[config.mk]
export PLATFORM = sky130hd
export DESIGN_NAME = vga_timing_gen
export DESIGN_NICKNAME = d
export VERILOG_FILES = /design/src/rtl/vga_pkg.sv /design/src/rtl/vga_delay_line.sv /design/src/rtl/vga_timing_gen.sv
export SDC_FILE = /design/constraint.sdc
export NUM_CORES = 1
export LEC_CHECK = 0
export CAP_MARGIN = 20
export CORE_MARGIN = 4
export CORE_UTILIZATION = 43
export CTS_CLUSTER_DIAMETER = 200
export DETAILED_ROUTE_END_ITERATION = 8
export PLACE_DENSITY = 0.92
export SLEW_MARGIN = 20
export SYNTH_ARGS = -nofsm -noshare
export SYNTH_HDL_FRONTEND = slang
export SYNTH_SLANG_ARGS = --single-unit
[constraint.sdc]
create_clock -name clock25MHz -period 1.9 [get_ports clock25MHz]
set_input_delay 0.38 -clock clock25MHz [delete_from_list [all_inputs] [get_ports clock25MHz]]
set_output_delay 0.38 -clock clock25MHz [all_outputs]
set_load 0.005 [all_outputs]
[src/rtl/vga_pkg.sv]
// Purpose: shared 640x480@60 timing defaults, bus widths and the raster flag bundle.
// Latency: n/a (package only).
// Backpressure: n/a.
//
// Contents: default porch/sync/visible constants, derived totals, coordinate and
// colour widths, and rasterFlags_t (visible + active-high raw syncs).
package vga_pkg;

    localparam int H_VISIBLE_DEF = 640;
    localparam int H_FRONT_DEF   = 16;
    localparam int H_SYNC_DEF    = 96;
    localparam int H_BACK_DEF    = 48;
    localparam int V_VISIBLE_DEF = 480;
    localparam int V_FRONT_DEF   = 10;
    localparam int V_SYNC_DEF    = 2;
    localparam int V_BACK_DEF    = 33;

    localparam int H_TOTAL_DEF = H_VISIBLE_DEF + H_FRONT_DEF + H_SYNC_DEF + H_BACK_DEF;
    localparam int V_TOTAL_DEF = V_VISIBLE_DEF + V_FRONT_DEF + V_SYNC_DEF + V_BACK_DEF;

    localparam int COORD_W = 10;
    localparam int COLOR_W = 8;

    // Syncs are carried active-high internally; pin polarity is applied only
    // at the output register.
    typedef struct packed {
        logic visible;
        logic hsync;
        logic vsync;
    } rasterFlags_t;

endpackage

[src/rtl/vga_delay_line.sv]
// Purpose: fixed-depth shift register used to align raster flags with the render pipeline.
// Latency: DEPTH clocks (DEPTH=0 is a straight wire).
// Backpressure: none; shifts on every clock.
//
// Ports: clock, reset (async, active-high, loads RESET_VALUE into every stage),
//        dataIn [WIDTH], dataOut [WIDTH].
module vga_delay_line #(
    parameter int               WIDTH       = 1,
    parameter int               DEPTH       = 1,
    parameter logic [WIDTH-1:0] RESET_VALUE = '0
) (
    input  logic             clock,
    input  logic             reset,
    input  logic [WIDTH-1:0] dataIn,
    output logic [WIDTH-1:0] dataOut
);

    generate
        if (DEPTH == 0) begin : gBypass
            assign dataOut = dataIn;
        end else begin : gShift
            logic [WIDTH-1:0] stages [DEPTH];

            always_ff @(posedge clock or posedge reset) begin
                if (reset) begin
                    for (int i = 0; i < DEPTH; i++) begin
                        stages[i] <= RESET_VALUE;
                    end
                end else begin
                    stages[0] <= dataIn;
                    for (int i = 1; i < DEPTH; i++) begin
                        stages[i] <= stages[i-1];
                    end
                end
            end

            assign dataOut = stages[DEPTH-1];
        end
    endgenerate

endmodule

[src/rtl/vga_timing_gen.sv]
// Purpose: 640x480@60 raster counters, coordinate/strobe decodes, and registered VGA pins.
// Latency: coordinates immediate; pins lag coordinates by PIXEL_LATENCY+1 clocks.
// Backpressure: enable=0 freezes the raster; the pin pipeline keeps shifting.
//
// Ports: clock25MHz, reset (async, active-high), enable; xOrd/yOrd/visible/lineStart/
//        frameStart to renderers; pixR/G/B from compositor; vgaR/G/B/vgaHsync/vgaVsync pins;
//        frameCount (real counter only when VGA_FRAME_COUNT_EN is defined, else 0).
module vga_timing_gen
    import vga_pkg::*;
#(
    parameter int H_VISIBLE       = H_VISIBLE_DEF,
    parameter int H_FRONT         = H_FRONT_DEF,
    parameter int H_SYNC          = H_SYNC_DEF,
    parameter int H_BACK          = H_BACK_DEF,
    parameter int V_VISIBLE       = V_VISIBLE_DEF,
    parameter int V_FRONT         = V_FRONT_DEF,
    parameter int V_SYNC          = V_SYNC_DEF,
    parameter int V_BACK          = V_BACK_DEF,
    parameter int SYNC_ACTIVE_LOW = 1,
    parameter int PIXEL_LATENCY   = 1
) (
    input  logic               clock25MHz,
    input  logic               reset,
    input  logic               enable,
    output logic [COORD_W-1:0] xOrd,
    output logic [COORD_W-1:0] yOrd,
    output logic               visible,
    output logic               lineStart,
    output logic               frameStart,
    input  logic [COLOR_W-1:0] pixR,
    input  logic [COLOR_W-1:0] pixG,
    input  logic [COLOR_W-1:0] pixB,
    output logic [COLOR_W-1:0] vgaR,
    output logic [COLOR_W-1:0] vgaG,
    output logic [COLOR_W-1:0] vgaB,
    output logic               vgaHsync,
    output logic               vgaVsync,
    output logic [15:0]        frameCount
);

    localparam int H_TOTAL = H_VISIBLE + H_FRONT + H_SYNC + H_BACK;
    localparam int V_TOTAL = V_VISIBLE + V_FRONT + V_SYNC + V_BACK;

    localparam logic [COORD_W-1:0] H_LAST   = COORD_W'(H_TOTAL - 1);
    localparam logic [COORD_W-1:0] V_LAST   = COORD_W'(V_TOTAL - 1);
    localparam logic [COORD_W-1:0] H_VIS    = COORD_W'(H_VISIBLE);
    localparam logic [COORD_W-1:0] V_VIS    = COORD_W'(V_VISIBLE);
    localparam logic [COORD_W-1:0] HS_START = COORD_W'(H_VISIBLE + H_FRONT);
    localparam logic [COORD_W-1:0] HS_END   = COORD_W'(H_VISIBLE + H_FRONT + H_SYNC);
    localparam logic [COORD_W-1:0] VS_START = COORD_W'(V_VISIBLE + V_FRONT);
    localparam logic [COORD_W-1:0] VS_END   = COORD_W'(V_VISIBLE + V_FRONT + V_SYNC);

    // Pin level when a sync is not pulsing.
    localparam logic SYNC_IDLE = (SYNC_ACTIVE_LOW != 0);

    logic [COORD_W-1:0] hCount;
    logic [COORD_W-1:0] vCount;
    logic               hWrap;
    rasterFlags_t       rawFlags;
    rasterFlags_t       delayedFlags;

    assign hWrap = (hCount == H_LAST);

    // Reset parks the counters on the last clock of the frame so the first
    // enabled edge lands exactly on (0,0) with frameStart.
    always_ff @(posedge clock25MHz or posedge reset) begin
        if (reset) begin
            hCount <= H_LAST;
            vCount <= V_LAST;
        end else if (enable) begin
            if (hWrap) begin
                hCount <= '0;
                vCount <= (vCount == V_LAST) ? '0 : vCount + 1'b1;
            end else begin
                hCount <= hCount + 1'b1;
            end
        end
    end

    assign xOrd       = hCount;
    assign yOrd       = vCount;
    assign lineStart  = (hCount == '0);
    assign frameStart = (hCount == '0) && (vCount == '0);
    assign visible    = rawFlags.visible;

    always_comb begin
        rawFlags         = '0;
        rawFlags.visible = (hCount < H_VIS) && (vCount < V_VIS);
        rawFlags.hsync   = (hCount >= HS_START) && (hCount < HS_END);
        rawFlags.vsync   = (vCount >= VS_START) && (vCount < VS_END);
    end

    vga_delay_line #(
        .WIDTH       ($bits(rasterFlags_t)),
        .DEPTH       (PIXEL_LATENCY),
        .RESET_VALUE ('0)
    ) uFlagDelay (
        .clock   (clock25MHz),
        .reset   (reset),
        .dataIn  (rawFlags),
        .dataOut (delayedFlags)
    );

    // Pin register: RGB is forced black outside the visible area, and the
    // XOR with SYNC_IDLE inverts the active-high syncs for active-low pins.
    always_ff @(posedge clock25MHz or posedge reset) begin
        if (reset) begin
            vgaR     <= '0;
            vgaG     <= '0;
            vgaB     <= '0;
            vgaHsync <= SYNC_IDLE;
            vgaVsync <= SYNC_IDLE;
        end else begin
            vgaR     <= delayedFlags.visible ? pixR : '0;
            vgaG     <= delayedFlags.visible ? pixG : '0;
            vgaB     <= delayedFlags.visible ? pixB : '0;
            vgaHsync <= delayedFlags.hsync ^ SYNC_IDLE;
            vgaVsync <= delayedFlags.vsync ^ SYNC_IDLE;
        end
    end

`ifdef VGA_FRAME_COUNT_EN
    logic        frameWrap;
    logic [15:0] frameCountQ;

    // Counts the edges that move the raster onto (0,0), i.e. frames started.
    assign frameWrap = hWrap && (vCount == V_LAST);

    always_ff @(posedge clock25MHz or posedge reset) begin
        if (reset) begin
            frameCountQ <= '0;
        end else if (enable && frameWrap) begin
            frameCountQ <= frameCountQ + 16'd1;
        end
    end

    assign frameCount = frameCountQ;
`else
    assign frameCount = 16'h0000;
`endif

endmodule

Word-level counts from Yosys, hierarchy flattened

Index checks and enable logic that the tools add are counted.
W data, S select, Z words.

Magnitude comparators: 6
Muxes and demuxes: 5
Bitwise gates (word level): 2
$add $sub $neg: 2
Reductions and logical operators: 7
Eq/ne operators: 2

Operator list:

| kind                    | number |
|---|---|
| $mux W8                 | 3 |
| $add A10 B1 Y10 const B | 2 |
| $eq A10 B10 Y1 const B  | 2 |
| $logic_not A10 Y1       | 2 |
| $lt A10 B10 Y1 const B  | 2 |
| $lt A10 B9 Y1 const B   | 2 |
| $mux W10                | 2 |
| $ge A10 B10 Y1 const B  | 1 |
| $ge A10 B9 Y1 const B   | 1 |
| $logic_and A1 B1 Y1     | 4 |
| $not A1 Y1              | 2 |
| $reduce_and A2 Y1       | 1 |

Register bits: 49
Word-level logic and storage cells: 32
Output and inout bits: 65
Input bits: 27

Logic depth before layout (Yosys ltp)

Gate-level depths: netlist of the first run.

Depth after elaboration: 2
Gate-level depth with buffers: 6
Mapped depth without buffers: 6

Hierarchy

Synthesis of the first run repeated with hierarchy kept, for this count alone.

Cells, all modules: 199
Area total of the unflattened synthesis: 2227.1 um^2

By module, submodules not included:

| module         | area each (um^2) | cells an instance | instances |
|---|---|---|---|
| vga_timing_gen | 2148.3           | 195               | 1 |
| vga_delay_line | 78.8             | 4                 | 1 |

Least setup slack after synthesis of the first run

No wires, ideal clock.

Kind: register -> output
Start: reg hCount[0] (netlist: xOrd[0])
End: out frameStart
Stages on the path, launching flop included: 6
Data required time: 1520 ps
Path buffers: 0
Data arrival time: 1247 ps
Path slack: 273 ps
Cell sequence: dfstp_2 -> inv_1 -> ha_1 -> nor3b_1 -> and3_1 -> and4_1

Longest elaborated chain between the ends: 2

RTL lines:

| item                     | RTL line             | source |
|---|---|---|
| start: declaration       | vga_timing_gen.sv:56 | `logic [COORD_W-1:0] hCount;` |
| start signal: assignment | vga_timing_gen.sv:75 | `hCount <= hCount + 1'b1;` |
| $logic_not A10 Y1        | -                    |  |
| named net lineStart      | vga_timing_gen.sv:28 | `output logic lineStart,` |
| $logic_and A1 B1 Y1      | vga_timing_gen.sv:83 | `assign frameStart = (hCount == '0) && (vCount == '0);` |
| end: declaration         | vga_timing_gen.sv:29 | `output logic frameStart,` |

The timed path passes the listed nets, and every way through them passes these cells.

Final worst setup path of the first run

Start: reg hCount[1] (netlist: xOrd[1])
End: out frameStart

Longest elaborated chain between the ends: 2

RTL lines:

| item                | RTL line |
|---|---|
| $logic_not A10 Y1   | vga_timing_gen.sv:83 |
| $logic_and A1 B1 Y1 | vga_timing_gen.sv:83 |

Every way passes these cells.

==> flow_metrics.py, run 1 <==
metrics = {
    "setup_path": {
        "crit_required_ns": 1.52,
        "ff2ff_path_depth": 6,
        "crit_fanout": 2,
        "start_kind": "flip-flop",
        "crit_arrival_ns": 1.60,
        "cp-end-kind": "output port",
        "crit_type": "flip-flop to output port",
    },
    "routing": {
        "top_layer": "met4",
        "vias": 1804,
        "drc": 0,
        "post_drt_via_cell_ratio": 4.82,
        "drtPass1Iterations": 4,
        "met2RoutedLength_um": 2570,
        "routed-wl-met3_um": 529,
        "postRouteAntennaNets": 0,
        "totalWireLength_um": 5480,
        "dr.first_iter.drc_count": 61,
        "wire_per_inst_um": 14.7,
        "wl_met1_um": 2280,
    },
    "yosys": {
        "netlist_area_um2": 2250,
        "syn_area_per_cell_um2": 11.6,
        "syn_inst": 195,
        "seq_area_frac_synth": 0.550,
        "yosys.area.top_type_share": 0.411,
        "yosys.area.top_type": "dfrtp_1",
        "yosys_register_bits": 49,
        "yosysWarnings": 0,
        "ys_top_cells_by_area": "dfrtp_1, dfstp_2, and2_1, buf_4, xnor2_1",
        "synth.distinct_cells": 42,
    },
    "status": {
        "violations": "negative setup slack",
        "outcome": "finished, violations left",
    },
    "placement": {
        "preCtsSetupSlack_ns": -0.133,
        "place.gp.congestion": 0.800,
        "dp_hpwl_um": 4000,
        "portBuffers": 75,
    },
    "timing": {
        "slew_violations": 0,
        "setup_ws_ns": -0.0809,
        "tns_ns": -0.108,
        "finalCriticalPeriod_ns": 1.98,
        "clock_skew_ns": 0.00770,
        "setup_viol": 2,
        "fin_crit_sh": 1.04,
        "rsz0062_at_grt": "yes",
        "hold_viol_final": 0,
        "fmax_mhz": 505,
    },
    "global_route": {
        "grt_antenna_before_repair": 0,
        "grt_pass1_wl_um": 8710,
        "grt.total_usage": 0.178,
        "overflow": 0,
        "grt_max_degree": 50,
        "grt_pass1_vias": 1740,
    },
    "clock_network": {
        "cts_tree": "done",
        "cts_buffer_depth": 2,
        "htreeDepth": 2,
        "cts.sinks": 49,
        "clk_latency_ns": 0.30,
        "numCtsBuffers": 5,
        "holdBufCountCts": 0,
        "cts.reportedPaths.clkPinSlew_ns": 0.09,
        "root_buffer": "clkbuf_8",
    },
    "pwr": {
        "irDropWorstVdd_mv": 0.440,
        "powerDensity_nw_per_um2": 770,
        "power_leakage_uw": 0.00163,
    },
    "layout": {
        "layout-drive-gt1-share": 0.253,
        "layout.nets": 334,
        "final_common_cell": "clkdlybuf4s50_1",
        "antenna_cells": 0,
        "syn_to_final_growth_pct": 51.4,
        "final_cell_mix": "clkdlybuf4s50_1, dfrtp_1, buf_4",
        "final_util": 0.669,
    },
    "floorplanning": {
        "core_um2": 5110,
        "num_io_pins": 92,
        "die_x_um": 80.4,
        "dieArea_um2": 6470,
        "row_count": 26,
        "die_h_um": 80.4,
        "initial_core_util": 0.441,
    },
    "min_path": {
        "hp-class": "flip-flop to flip-flop",
        "hold_path_depth": 1,
    },
    "job": {
        "max-cap-violations": 0,
    },
}
[kinds of logic after synthesis]
family,share of synthesized area
DFF,0.550
AOI/OAI and AO/OA,0.0338
xor gates and xnor gates,0.0388
muxes,0.00499
adders and majority gates,0.0222
other,0.00166
and+or+nand+nor,0.253
buffers and inverters,0.0949
[flip-flops by register name (all words and copies together) (netlist names)]
name and cells:
vgaR 8, uFlagDelay.dataOut 3, vgaB 8, vgaHsync 1, yOrd 10, vgaVsync 1
xOrd 10, vgaG 8
[layout make-up]
type | count | area [um2]
clock buffers | 7 | 86.3
clock inverters | 1 | 30.0
fillers | 369 | 1690
inverters | 9 | 33.8
multi-input cells | 128 | 896
flip-flops and latches | 49 | 1240
well taps | 70 | 87.6
repair buffers | 110 | 1040
[per-layer routing]
layer  global-route usage  vias up
met1                0.221      857
met2                0.299       91
met3               0.0493       11
met5                    0        -
li1                     -      845
met4               0.0557        0
[worst max-delay path: stages (launching register included)]
cell and delay (ns):
dfstp_2 0.55, inv_2 0.04, ha_2 0.16, nor3b_2 0.14, and3_4 0.15, and4_1 0.16, clkbuf_2 0.11
[timing repair]
action,CTS,global route
resized for setup,18,16
hold endpoints to repair,0,0
buffers inserted,2,1
pin swaps,3,3
endpoints found under the setup margin,6,11
[where the power goes]
| part | internal (uW) | leakage [uW] | switching (uW) | total, uW |
|---|---|---|---|---|
| registers | 1150 | 0.000565 | 42.3 | 1200 |
| logic | 373 | 0.00100 | 312 | 685 |
| clock network | 429 | 0.0000585 | 321 | 750 |
[synthesized netlist by cell type]
master     number
nor3_1          6
dfstp_2        12
and4_1          1
nor4_1          3
nand4_1         8
a31o_2          1
xnor2_1         8
o21ai_1         1
conb_1          1
o21ai_0         4
buf_6           1
inv_1           9
clkbuf_2        1
ha_1            4
nor2b_1         2
nor3b_1         1
and4bb_2        1
a31oi_1         2
and3_2          2
nand3b_4        1
nor3_4          1
nand2_1         4
mux2_1          1
or3_1           1
nand3_1         9
and3b_1         1
nand4_2         1
dfrtp_1        37
clkbuf_1        2
nor2_1          6
xor2_1          2
nor4_2          1
buf_4          19
a21o_1          2
nand2b_1        1
nand4bb_4       1
clkbuf_8        1
or4_1           1
nor4_4          1
a21oi_1         3
and2_1         25
and3_1          6
[path summary, 6_finish.rpt]
path | start | endpoint | slack [ns]
min in group asynchronous | reset | vgaG[2]$_DFF_PP0_ | 0.44
max in group asynchronous | reset | vgaVsync$_DFF_PP1_ | 1.19
min | uFlagDelay.dataOut[0]$_DFF_PP0_ | vgaVsync$_DFF_PP1_ | 0.35
max reg2reg | xOrd[1]$_DFFE_PP1P_ | yOrd[7]$_DFFE_PP0P_ | 0.12
max | xOrd[1]$_DFFE_PP1P_ | frameStart | -0.08
min reg2reg | uFlagDelay.dataOut[0]$_DFF_PP0_ | vgaVsync$_DFF_PP1_ | 0.35
[metrics by stage]
| step | cells | total power, uW | hold slack (ns) | cell area [um2] |
|---|---|---|---|---|
| global route | 374 | 2780 | 0.374 | 3410 |
| floorplan | 210 | 1570 | 0.337 | 2310 |
| global placement | 363 | 1860 | 0.340 | 3220 |
| CTS | 373 | 2660 | 0.352 | 3370 |
| detailed placement | 363 | 1890 | 0.341 | 3220 |
| finish | 374 | 2630 | 0.351 | 3410 |
Power figures use the tool's default switching activity.
==> inputs of run 2 (changes only) <==
Settings changed: PLACE_DENSITY 0.92 to 0.82.
==> run 2 against run 1 <==
Effect of this change:
- the run still ends with negative setup slack left
- sequential cell count unchanged
- register-to-register slack worse by 0.06 ns
- critical path depth unchanged
- largest cell class unchanged
- largest power group unchanged
==> flow_metrics.py, run 2 (synthesis gave the netlist of run 1 again) <==
metrics = {
    "timing": {
        "fmax_mhz": 505,
        "hold_viol_final": 0,
        "finalCriticalPeriod_ns": 1.98,
        "fin_crit_sh": 1.04,
        "setup_viol": 2,
        "max-slew-margin-rel": 0.654,
        "worst_slew_pin_slew_ns": 0.520,
        "slew_violations": 0,
        "setup_ws_ns": -0.0810,
        "rsz0062_at_grt": "yes",
        "clock_skew_ns": 0.00841,
    },
    "layout": {
        "finalInstanceArea_um2": 3410,
        "antenna_cells": 0,
        "syn_to_final_growth_pct": 51.4,
        "final_common_cell": "clkdlybuf4s50_1",
        "final_cell_mix": "clkdlybuf4s50_1, dfrtp_1, buf_4",
        "fillers": 402,
        "final_util": 0.669,
        "layout.nets": 337,
        "layout-drive-gt1-share": 0.251,
    },
    "global_route": {
        "grt.total_usage": 0.176,
        "grt_pass1_wl_um": 8600,
        "grt_pass1_vias": 1806,
        "grt_antenna_before_repair": 0,
        "overflow": 0,
        "grt_max_degree": 50,
    },
    "clock_network": {
        "holdBufCountCts": 0,
        "cts.sinks": 49,
        "clk_latency_ns": 0.30,
        "cts_tree": "done",
        "root_buffer": "clkbuf_8",
        "cts.reportedPaths.clkPinSlew_ns": 0.09,
        "cts_buffer_depth": 2,
        "htreeDepth": 2,
        "numCtsBuffers": 5,
    },
    "floorplanning": {
        "row_count": 26,
        "dieArea_um2": 6470,
        "initial_core_util": 0.441,
        "num_io_pins": 92,
        "die_x_um": 80.4,
        "core_um2": 5110,
        "die_h_um": 80.4,
    },
    "min_path": {
        "hp-class": "flip-flop to flip-flop",
    },
    "routing": {
        "postRouteAntennaNets": 0,
        "dr.first_iter.drc_count": 63,
        "totalWireLength_um": 5350,
        "vias": 1762,
        "drc": 0,
        "wire_per_inst_um": 14.2,
        "drtPass1Iterations": 4,
        "post_drt_via_cell_ratio": 4.67,
    },
    "pwr": {
        "powerDensity_nw_per_um2": 768,
        "power_leakage_uw": 0.00164,
        "irDropWorstVdd_mv": 0.352,
    },
    "setup_path": {
        "crit_arrival_ns": 1.60,
        "crit_buf_inv": 2,
        "crit_fanout": 2,
        "crit_type": "flip-flop to output port",
        "crit_required_ns": 1.52,
        "critPathMaxStageDelay_ns": 0.55,
        "cp_top_family": "flip-flops",
        "cp-end-kind": "output port",
        "crit_chain": "inv_2 -> ha_2 -> nor3b_1 -> and3_1 -> and4_1 -> buf_2",
        "start_kind": "flip-flop",
        "cpMaxStageDelayCell": "dfstp_2",
    },
    "placement": {
        "dp_hpwl_um": 3980,
        "dpl_cell_area_um2": 3210,
        "place.gp.congestion": 0.864,
        "portBuffers": 75,
    },
    "job": {
        "max-cap-violations": 0,
    },
    "status": {
        "violations": "negative setup slack",
        "outcome": "finished, violations left",
    },
}
[run 2: cell count changes in the layout (fill, tap and decap cells not counted), sizes merged]
cell,before,now
dlygate4sd2,3,4
buf,37,41
dlymetal6s2s,6,5
clkbuf,8,7
[run 2: worst paths after layout]
kind	slack [ns]	to	cells past startpoint	from
hold reg to reg	0.35	vgaHsync$_DFF_PP1_	1	uFlagDelay.dataOut[1]$_DFF_PP0_
max in group asynchronous	1.19	xOrd[3]$_DFFE_PP1P_	3	reset
hold / removal	0.35	vgaHsync$_DFF_PP1_	1	uFlagDelay.dataOut[1]$_DFF_PP0_
min in group asynchronous	0.44	vgaG[7]$_DFF_PP0_	3	reset
setup / recovery	-0.08	frameStart	6	xOrd[1]$_DFFE_PP1P_
setup reg to reg	0.06	yOrd[4]$_DFFE_PP0P_	7	xOrd[0]$_DFFE_PP1P_
[run 2: worst reg2reg max path, delay by kind of cell (launching register included)]
kind          cells  cell delay, ns
flops             1            0.55
simple gates      3            0.47
mux               1            0.32
buf+inv           2            0.22
fa+ha+maj         1            0.17
[run 2: what timing repair did]
item,in CTS,in global routing
endpoints found under the hold margin,0,0
cloned,0,0
pin swaps,2,2
resized for setup,21,11
setup buffers,6,1
setup endpoints to repair,6,14
[run 2: layer usage]
| metal | track usage | routed length (um) | up-vias |
|---|---|---|---|
| li1 | - | - | 851 |
| met4 | 0.0608 | 96 | 0 |
| met2 | 0.308 | 2740 | 71 |
| met5 | 0 | 0 | - |
| met1 | 0.211 | 2180 | 831 |
| met3 | 0.0392 | 327 | 9 |
[run 2: stage by stage]
step                cells  power, uW  setup slack [ns]  hold slack, ns  setup TNS (ns)
finish                377       2620           -0.0810           0.350          -0.125
global route          377       2760            -0.137           0.390          -0.238
CTS                   376       2630           -0.0916           0.358          -0.144
detailed placement    362       1870            -0.151           0.345          -0.597
global placement      362       1860            -0.118           0.337          -0.410
floorplan             210       1570             0.273           0.337               0
[run 2: final cells by class]
cell class	instances	area, um2	area share
Inverter	9	33.8	0.00989
Timing Repair Buffer	113	1050	0.309
Clock buffer	7	86.3	0.0253
Sequential cell	49	1240	0.364
Multi-Input combinational cell	128	881	0.258
Clock inverter	1	30.0	0.00879
Tap cell	70	87.6	0.0257
[run 2: report_power, final]
group          internal [uW]  leakage [uW]  switching (uW)  total (uW)
Clock                    429     0.0000585             329         758
Combinational            363       0.00101             307         671
Sequential              1150      0.000565            39.1        1190
==> inputs of run 3 (changes only) <==
Settings changed: CORE_UTILIZATION 43 to 46, PLACE_DENSITY 0.82 to 0.87.
Clock period 1.9 ns to 2.4 ns, I/O delays scaled along.
==> run 3 against run 2 <==
Effect of this change:
- the flow now finishes without violations
- count of clock-buffer cells in the layout shrank 1
- core utilization shrank 0.84 points
- combinational power shrank 36%
- register-to-register slack gained 0.49 ns
- global-route usage shrank 0.057 points
- sequential power shrank 16%
- critical path depth is the same
- power shrank 28%
- critical endpoint unchanged
- largest power group unchanged
==> flow_metrics.py, run 3 (synthesis gave the netlist of run 1 again) <==
metrics = {
    "timing": {
        "max-slew-margin-rel": 0.656,
        "worst_slew_pin_slew_ns": 0.515,
        "rsz0062_at_grt": "no",
        "finalCriticalPeriod_ns": 2.31,
        "clock_skew_ns": 0.00968,
        "fin_crit_sh": 0.962,
        "tns_ns": 0,
        "slew_violations": 0,
        "setup_viol": 0,
        "fmax_mhz": 433,
        "holdWs_ns": 0.357,
        "hold_viol_final": 0,
    },
    "floorplanning": {
        "die_h_um": 78.0,
        "initial_core_util": 0.477,
        "num_io_pins": 92,
        "dieArea_um2": 6090,
        "row_count": 25,
        "core_um2": 4720,
        "die_x_um": 78.0,
    },
    "placement": {
        "place.gp.congestion": 0.792,
        "dpl_cell_area_um2": 3000,
        "portBuffers": 75,
        "dp_hpwl_um": 3840,
    },
    "min_path": {
        "hp-class": "flip-flop to flip-flop",
    },
    "layout": {
        "finalInstanceArea_um2": 3120,
        "final_cell_mix": "clkdlybuf4s50_1, dfrtp_1, and2_1",
        "layout.nets": 304,
        "layout-drive-gt1-share": 0.139,
        "syn_to_final_growth_pct": 38.3,
        "final_common_cell": "clkdlybuf4s50_1",
        "antenna_cells": 0,
        "final_util": 0.660,
    },
    "global_route": {
        "grt_pass1_vias": 1652,
        "grt_max_degree": 26,
        "grt_pass1_wl_um": 8260,
        "grt_antenna_before_repair": 0,
        "grt.total_usage": 0.175,
        "overflow": 0,
    },
    "setup_path": {
        "crit_type": "flip-flop to output port",
        "crit_fanout": 3,
        "crit_required_ns": 1.92,
        "crit_chain": "inv_1 -> ha_1 -> nor3b_2 -> and3_1 -> and4_1 -> dlygate4sd2_1",
        "start_kind": "flip-flop",
        "cpMaxStageDelayCell": "dfstp_2",
        "cp-end-kind": "output port",
        "crit_arrival_ns": 1.83,
        "critPathMaxStageDelay_ns": 0.54,
    },
    "routing": {
        "postRouteAntennaNets": 0,
        "drtPass1Iterations": 4,
        "dr.first_iter.drc_count": 29,
        "wire_per_inst_um": 14.8,
        "vias": 1648,
        "drc": 0,
        "totalWireLength_um": 5040,
        "post_drt_via_cell_ratio": 4.83,
    },
    "clock_network": {
        "root_buffer": "clkbuf_8",
        "numCtsBuffers": 5,
        "htreeDepth": 2,
        "cts.sinks": 49,
        "cts_tree": "done",
        "cts_buffer_depth": 2,
        "clk_latency_ns": 0.30,
        "cts.reportedPaths.clkPinSlew_ns": 0.08,
    },
    "pwr": {
        "powerDensity_nw_per_um2": 605,
        "power_leakage_uw": 0.00137,
        "finalPower_uw": 1890,
        "irDropWorstVdd_mv": 0.298,
    },
    "status": {
        "outcome": "finished, final reports clean",
    },
    "job": {
        "max-cap-violations": 0,
    },
}
## run 3: worst paths after layout
| kind | cells after the start | startpoint | to | slack (ns) |
|---|---|---|---|---|
| setup / recovery | 6 | xOrd[0]$_DFFE_PP1P_ | frameStart | 0.09 |
| hold / removal | 1 | uFlagDelay.dataOut[1]$_DFF_PP0_ | vgaHsync$_DFF_PP1_ | 0.36 |
| setup reg to reg | 6 | xOrd[1]$_DFFE_PP1P_ | yOrd[4]$_DFFE_PP0P_ | 0.55 |
| hold reg to reg | 1 | uFlagDelay.dataOut[1]$_DFF_PP0_ | vgaHsync$_DFF_PP1_ | 0.36 |
| max in group asynchronous | 3 | reset | vgaHsync$_DFF_PP1_ | 1.28 |
| min in group asynchronous | 2 | reset | vgaR[4]$_DFF_PP0_ | 0.53 |
## run 3: area by class of cell
| class | instances | area, um2 |
|---|---|---|
| Clock inverter | 2 | 15.0 |
| Timing Repair Buffer | 80 | 805 |
| Inverter | 9 | 33.8 |
| Clock buffer | 6 | 72.6 |
| Multi-Input combinational cell | 128 | 866 |
| Fill cell | 354 | 1610 |
| Sequential cell | 49 | 1240 |
| Tap cell | 67 | 83.8 |
## run 3: per-layer routing
layer,track usage,wire length [um],up-vias
met5,0,0,-
met4,0.0647,75,0
met3,0.0505,432,6
met2,0.295,2350,77
met1,0.213,2170,784
li1,-,-,781
## run 3: where the power goes
part | internal [uW] | total (uW) | leakage, uW | switching [uW]
logic | 255 | 428 | 0.000774 | 173
registers | 915 | 996 | 0.000563 | 81.1
clock network | 205 | 462 | 0.0000374 | 257
total | 1370 | 1890 | 0.00137 | 511
## run 3: critical path, delay by kind of cell (launching register included)
| family | cells | cell delay (ns) |
|---|---|---|
| DFF | 1 | 0.54 |
| buffers and inverters | 2 | 0.34 |
| and+or+nand+nor | 3 | 0.47 |
| adders and majority gates | 1 | 0.19 |
## run 3: timing repair
action	CTS	global route
pin swaps	0	1
hold buffers	0	0
gates resized for setup	2	4
endpoints found under the setup margin	3	3
buffers inserted	2	0
## run 3: per-stage QoR
step | worst slack, ns | instances
2_1_floorplan | 0.673 | 210
3_3_place_gp | 0.224 | 331
3_5_place_dp | 0.182 | 331
4_1_cts | 0.0165 | 341
5_1_grt | 0.0333 | 341
6_report | 0.0923 | 341
